File: src/rtl/gesture_input_encoder.sv
// Per-player gesture encoder: sync + debounce three buttons, reject multi-press, hold a locked code.
// Optional GESTURE_AUTO_EN adds an AUTO input and an LFSR-driven computer opponent.
module gesture_input_encoder #(
    parameter int unsigned DB_CYCLES   = 4,
    parameter int unsigned HOLD_CYCLES = 8,
    parameter int unsigned CNT_W       = 8
) (
    input  logic       CLK,
    input  logic       RST,
    input  logic [2:0] BTN,
`ifdef GESTURE_AUTO_EN
    input  logic       AUTO,
`endif
    output logic [0:1] GOUT,
    output logic       VALID,
    output logic       ERR
);

    localparam int unsigned NB = 3;

    typedef enum logic [1:0] {
        ST_IDLE,
        ST_LOCK,
        ST_RELEASE,
        ST_ERROR
    } state_t;

    logic [NB-1:0]    sync1;
    logic [NB-1:0]    sync2;
    logic [NB-1:0]    db;
    logic [NB-1:0]    db_d;
    logic [NB-1:0]    press;
    logic [CNT_W-1:0] db_cnt [NB];

    state_t           state_q;
    state_t           state_d;
    logic [0:1]       gout_q;
    logic [0:1]       gout_d;
    logic             valid_q;
    logic             valid_d;
    logic             err_q;
    logic             err_d;
    logic [CNT_W-1:0] hold_q;
    logic [CNT_W-1:0] hold_d;
    logic [0:1]       press_code_c;
    logic             auto_c;
    logic [0:1]       auto_code_c;

    // Two-flop synchroniser per button
    always_ff @(posedge CLK or negedge RST) begin
        if (!RST) begin
            sync1 <= '0;
            sync2 <= '0;
        end else begin
            sync1 <= BTN;
            sync2 <= sync1;
        end
    end

    // Debounce with saturating counters; press pulse is registered one cycle after the debounced rise
    always_ff @(posedge CLK or negedge RST) begin
        if (!RST) begin
            db    <= '0;
            db_d  <= '0;
            press <= '0;
            for (int unsigned i = 0; i < NB; i++) begin
                db_cnt[i] <= '0;
            end
        end else begin
            db_d  <= db;
            press <= db & ~db_d;
            for (int unsigned i = 0; i < NB; i++) begin
                if (sync2[i] == db[i]) begin
                    db_cnt[i] <= '0;
                end else if (db_cnt[i] >= CNT_W'(DB_CYCLES - 1)) begin
                    db[i]     <= sync2[i];
                    db_cnt[i] <= '0;
                end else if (db_cnt[i] != '1) begin
                    db_cnt[i] <= db_cnt[i] + CNT_W'(1);
                end
            end
        end
    end

`ifdef GESTURE_AUTO_EN
    logic [7:0] lfsr;

    // x^8+x^6+x^5+x^4+1, free running
    always_ff @(posedge CLK or negedge RST) begin
        if (!RST) begin
            lfsr <= 8'hA5;
        end else begin
            lfsr <= {lfsr[6:0], lfsr[7] ^ lfsr[5] ^ lfsr[4] ^ lfsr[3]};
        end
    end

    assign auto_c      = AUTO;
    assign auto_code_c = (lfsr[1:0] == 2'b00) ? 2'b01 : lfsr[1:0];
`else
    assign auto_c      = 1'b0;
    assign auto_code_c = 2'b00;
`endif

    always_comb begin
        case (press)
            3'b001:  press_code_c = 2'b01;
            3'b010:  press_code_c = 2'b10;
            3'b100:  press_code_c = 2'b11;
            default: press_code_c = 2'b00;
        endcase
    end

    // FSM state and registered outputs
    always_ff @(posedge CLK or negedge RST) begin
        if (!RST) begin
            state_q <= ST_IDLE;
            gout_q  <= 2'b00;
            valid_q <= 1'b0;
            err_q   <= 1'b0;
            hold_q  <= '0;
        end else begin
            state_q <= state_d;
            gout_q  <= gout_d;
            valid_q <= valid_d;
            err_q   <= err_d;
            hold_q  <= hold_d;
        end
    end

    always_comb begin
        state_d = state_q;
        gout_d  = gout_q;
        valid_d = valid_q;
        err_d   = err_q;
        hold_d  = hold_q;
        case (state_q)
            ST_IDLE: begin
                if (auto_c) begin
                    state_d = ST_LOCK;
                    gout_d  = auto_code_c;
                    valid_d = 1'b1;
                    hold_d  = CNT_W'(HOLD_CYCLES - 1);
                end else if (press != '0) begin
                    // a lone press with nothing else held locks; anything else is a multi-press
                    if ($onehot(press) && ((db & ~press) == '0)) begin
                        state_d = ST_LOCK;
                        gout_d  = press_code_c;
                        valid_d = 1'b1;
                        hold_d  = CNT_W'(HOLD_CYCLES - 1);
                    end else begin
                        state_d = ST_ERROR;
                        err_d   = 1'b1;
                    end
                end
            end
            ST_LOCK: begin
                if (hold_q == '0) begin
                    state_d = ST_RELEASE;
                    gout_d  = 2'b00;
                    valid_d = 1'b0;
                end else begin
                    hold_d = hold_q - CNT_W'(1);
                end
            end
            ST_RELEASE: begin
                if (auto_c || (db == '0)) begin
                    state_d = ST_IDLE;
                end
            end
            ST_ERROR: begin
                if (db == '0) begin
                    state_d = ST_IDLE;
                    err_d   = 1'b0;
                end
            end
            default: begin
                state_d = ST_IDLE;
                gout_d  = 2'b00;
                valid_d = 1'b0;
                err_d   = 1'b0;
            end
        endcase
    end

    assign GOUT  = gout_q;
    assign VALID = valid_q;
    assign ERR   = err_q;

endmodule

File: config.mk
export PLATFORM = sky130hd
export DESIGN_NAME = gesture_input_encoder
export DESIGN_NICKNAME = d
export VERILOG_FILES = /design/src/rtl/gesture_input_encoder.sv
export SDC_FILE = /design/constraint.sdc
export NUM_CORES = 1
export LEC_CHECK = 0
export CORE_ASPECT_RATIO = 1.4
export CORE_UTILIZATION = 50
export DETAILED_ROUTE_END_ITERATION = 12
export PLACE_DENSITY = 0.68
export RECOVER_POWER = 50
export SLEW_MARGIN = 20
export SYNTH_ARGS = -nofsm -noshare
export SYNTH_HDL_FRONTEND = slang
export SYNTH_SLANG_ARGS = --single-unit
File: constraint.sdc
create_clock -name CLK -period 2.75 [get_ports CLK]
set_input_delay 0.275 -clock CLK [delete_from_list [all_inputs] [get_ports CLK]]
set_output_delay 0.275 -clock CLK [all_outputs]
set_load 0.01 [all_outputs]
==> metrics.cfg <==
[place]
gp_congestion = 0.831
io_buffers = 8
preCtsSetupSlack_ns = 0.508
dp_hpwl_um = 2220

[cts]
clock_sinks = 53
clk_latency_ns = 0.30
numCtsBuffers = 5
clock_tree.root_cell = clkbuf_8
path_clk_slew_ns = 0.09
hold_buffers = 0
ctsResizeCount = 0
clockBufferDepth = 2
postCtsSetupRepairBufs = 0
cts_max_level = 2
cts_tree = yes

[sta]
period_minus_slack_ns = 2.25
setup_viol = 0
relSlewSlack_pct = 18.7
period_share_pct = 81.8
tightest_slew_ns = 1.22
max_freq_mhz = 445
skew_ns = 0.00471
finalHoldViolCount = 0
slew_viol_final = 0
rsz0062_at_grt = false
setup_slack_ns = 0.501
setup_tns_ns = 0

[synthesis]
synth_cell_type_count = 44
ys_seq_area_share_pct = 62.2
synth_cells = 172
synthArstFlopShare_pct = 100
yosysWarnings = 0
ys.flop_type = dfrtp_1
syn-cell-area_mm2 = 0.00213
synth_edf_count = 0
syn-mean-instance-area_um2 = 12.4
ys_ff_latch = 53

[die]
die_w_um = 57.2
die_y_um = 79.3
coreArea_mm2 = 0.00402
dieArea_mm2 = 0.00454
initial_core_util_pct = 53.1
rows = 27
ios = 9

[cells_and_area]
layout-drive-gt1-share_pct = 9.36
fillers = 322
antennaDiodeCount = 0
fin_nets = 213
layout_common_cells = dfrtp_1, conb_1, inv_1
layout_commonest_cell = dfrtp_1
synthToLayoutAreaGrowth_pct = 13.0

[critical_path]
start_kind = register
worst-path-buf-inv = 1
worstSetupEndpointType = register
critPathMaxStageDelay_ns = 0.51
cpLargestDelayFamily = compound AO/OA/AOI/OAI gates
crit_type = register to register
slowest_stage = a221oi_4
cp.required_ns = 2.91
path_max_fanout = 8
crit_chain = inv_1 > fa_1 > nor3b_2 > nand4_2 > a221oi_4 > o221ai_1
arrival_ns = 2.41

[detailed_routing]
via_count = 1334
drc = 3
drt-total-wl_um = 3050
drt_iter0_drc = 60
via_per_inst = 5.42
ant_nets = 0
drt-wirelength-per-cell_um = 12.4
firstDrtPassIters = 8

[power_and_ir_drop]
p_leak_nw = 1.09
ir_drop_v = 0.000427
p_per_area_mw_per_mm2 = 768

[global_routing]
track_usage_pct = 16.7
antenna_found_initial = 0
grt_max_degree = 54
overflow = 0
grt_pass1_wl_um = 5630
grt_pass1_vias = 1342

[run_status]
outcome = finished, violations left
violations = design-rule violations

[flow_run]
drv_cap = 0

[min_path]
holdCritPathClass = primary input to asynchronous set/reset pin

==> cells in the mapped netlist (all sizes together), types with 4 or more instances <==
cell    count  area, um2
nor2        7       26.3
nor3        8       45.0
nand2b      4       25.0
a21oi       5       25.0
nand4       4       31.3
inv        13       48.8
dfrtp      53       1330
a211oi      4       30.0
nor2b       5       31.3
o21ai       8       40.0
nand2       9       33.8
ha          5       62.6
==> registers in the layout (all words and copies together) (netlist names), 2 cells and up <==
name and cells:
state_q 2, press 3, GOUT 2, db 3, sync1 3, db_cnt 24
hold_q 8, db_d 3, sync2 3
==> final cells by class <==
| class | instances | area [um2] | area share (%) |
|---|---|---|---|
| sequential | 53 | 1330 | 55.0 |
| multi-input combinational | 121 | 810 | 33.6 |
| clock buffer | 6 | 82.6 | 3.43 |
| timing repair buffer | 8 | 75.1 | 3.12 |
| tap | 43 | 53.8 | 2.23 |
| inverter | 13 | 48.8 | 2.02 |
| clock inverter | 2 | 13.8 | 0.571 |
==> final timing paths <==
check | start | endpoint | slack [ns] | depth (start not counted)
worst max-delay path | press[0] | hold_q[6] | 0.50 | 6
worst min-delay path | RST | hold_q[3] | 0.22 | 1
worst max register to register | press[0] | hold_q[6] | 0.50 | 6
worst min register to register | sync1[0] | sync2[0] | 0.35 | 0
max in group asynchronous | RST | hold_q[0] | 1.80 | 1
min in group CLK | sync1[0] | sync2[0] | 0.35 | 0
==> stage by stage <==
stage	power (W)	utilization (%)	hold WS [ns]	std cells	instance area, um2
6_report	0.00185	59.9	0.218	246	2410
5_1_grt	0.00196	59.9	0.313	246	2410
4_1_cts	0.00187	59.9	0.221	246	2410
3_5_place_dp	0.00143	57.5	0.335	238	2310
3_3_place_gp	0.00141	57.5	0.332	238	2310
2_1_floorplan	0.00130	-	-0.0206	189	2200
==> report_power, final <==
part / switching, W / internal (W)
combinational: 0.000202 / 0.000199
sequential: 0.000116 / 0.000890
clock: 0.000238 / 0.000204
==> per-layer routing <==
metal	global-route usage, %	vias to the layer above	wire (um)
met5	0	-	0
met4	12.0	0	98
met3	4.07	8	78
met2	28.4	14	1600
met1	17.8	663	1280
li1	-	649	-
==> kinds of logic after synthesis <==
logic type | count (synthesis) | synth area share (%)
AO/OA/AOI/OAI | 35 | 12.0
XOR/XNOR | 4 | 1.64
adder cells (fa/ha/maj) | 6 | 3.87
buffers and inverters | 15 | 2.87
flip-flops | 53 | 62.2
multiplexers | 3 | 1.58
other | 1 | 0.176
AND/OR/NAND/NOR | 55 | 15.7
(Power assumes the default switching activity.)
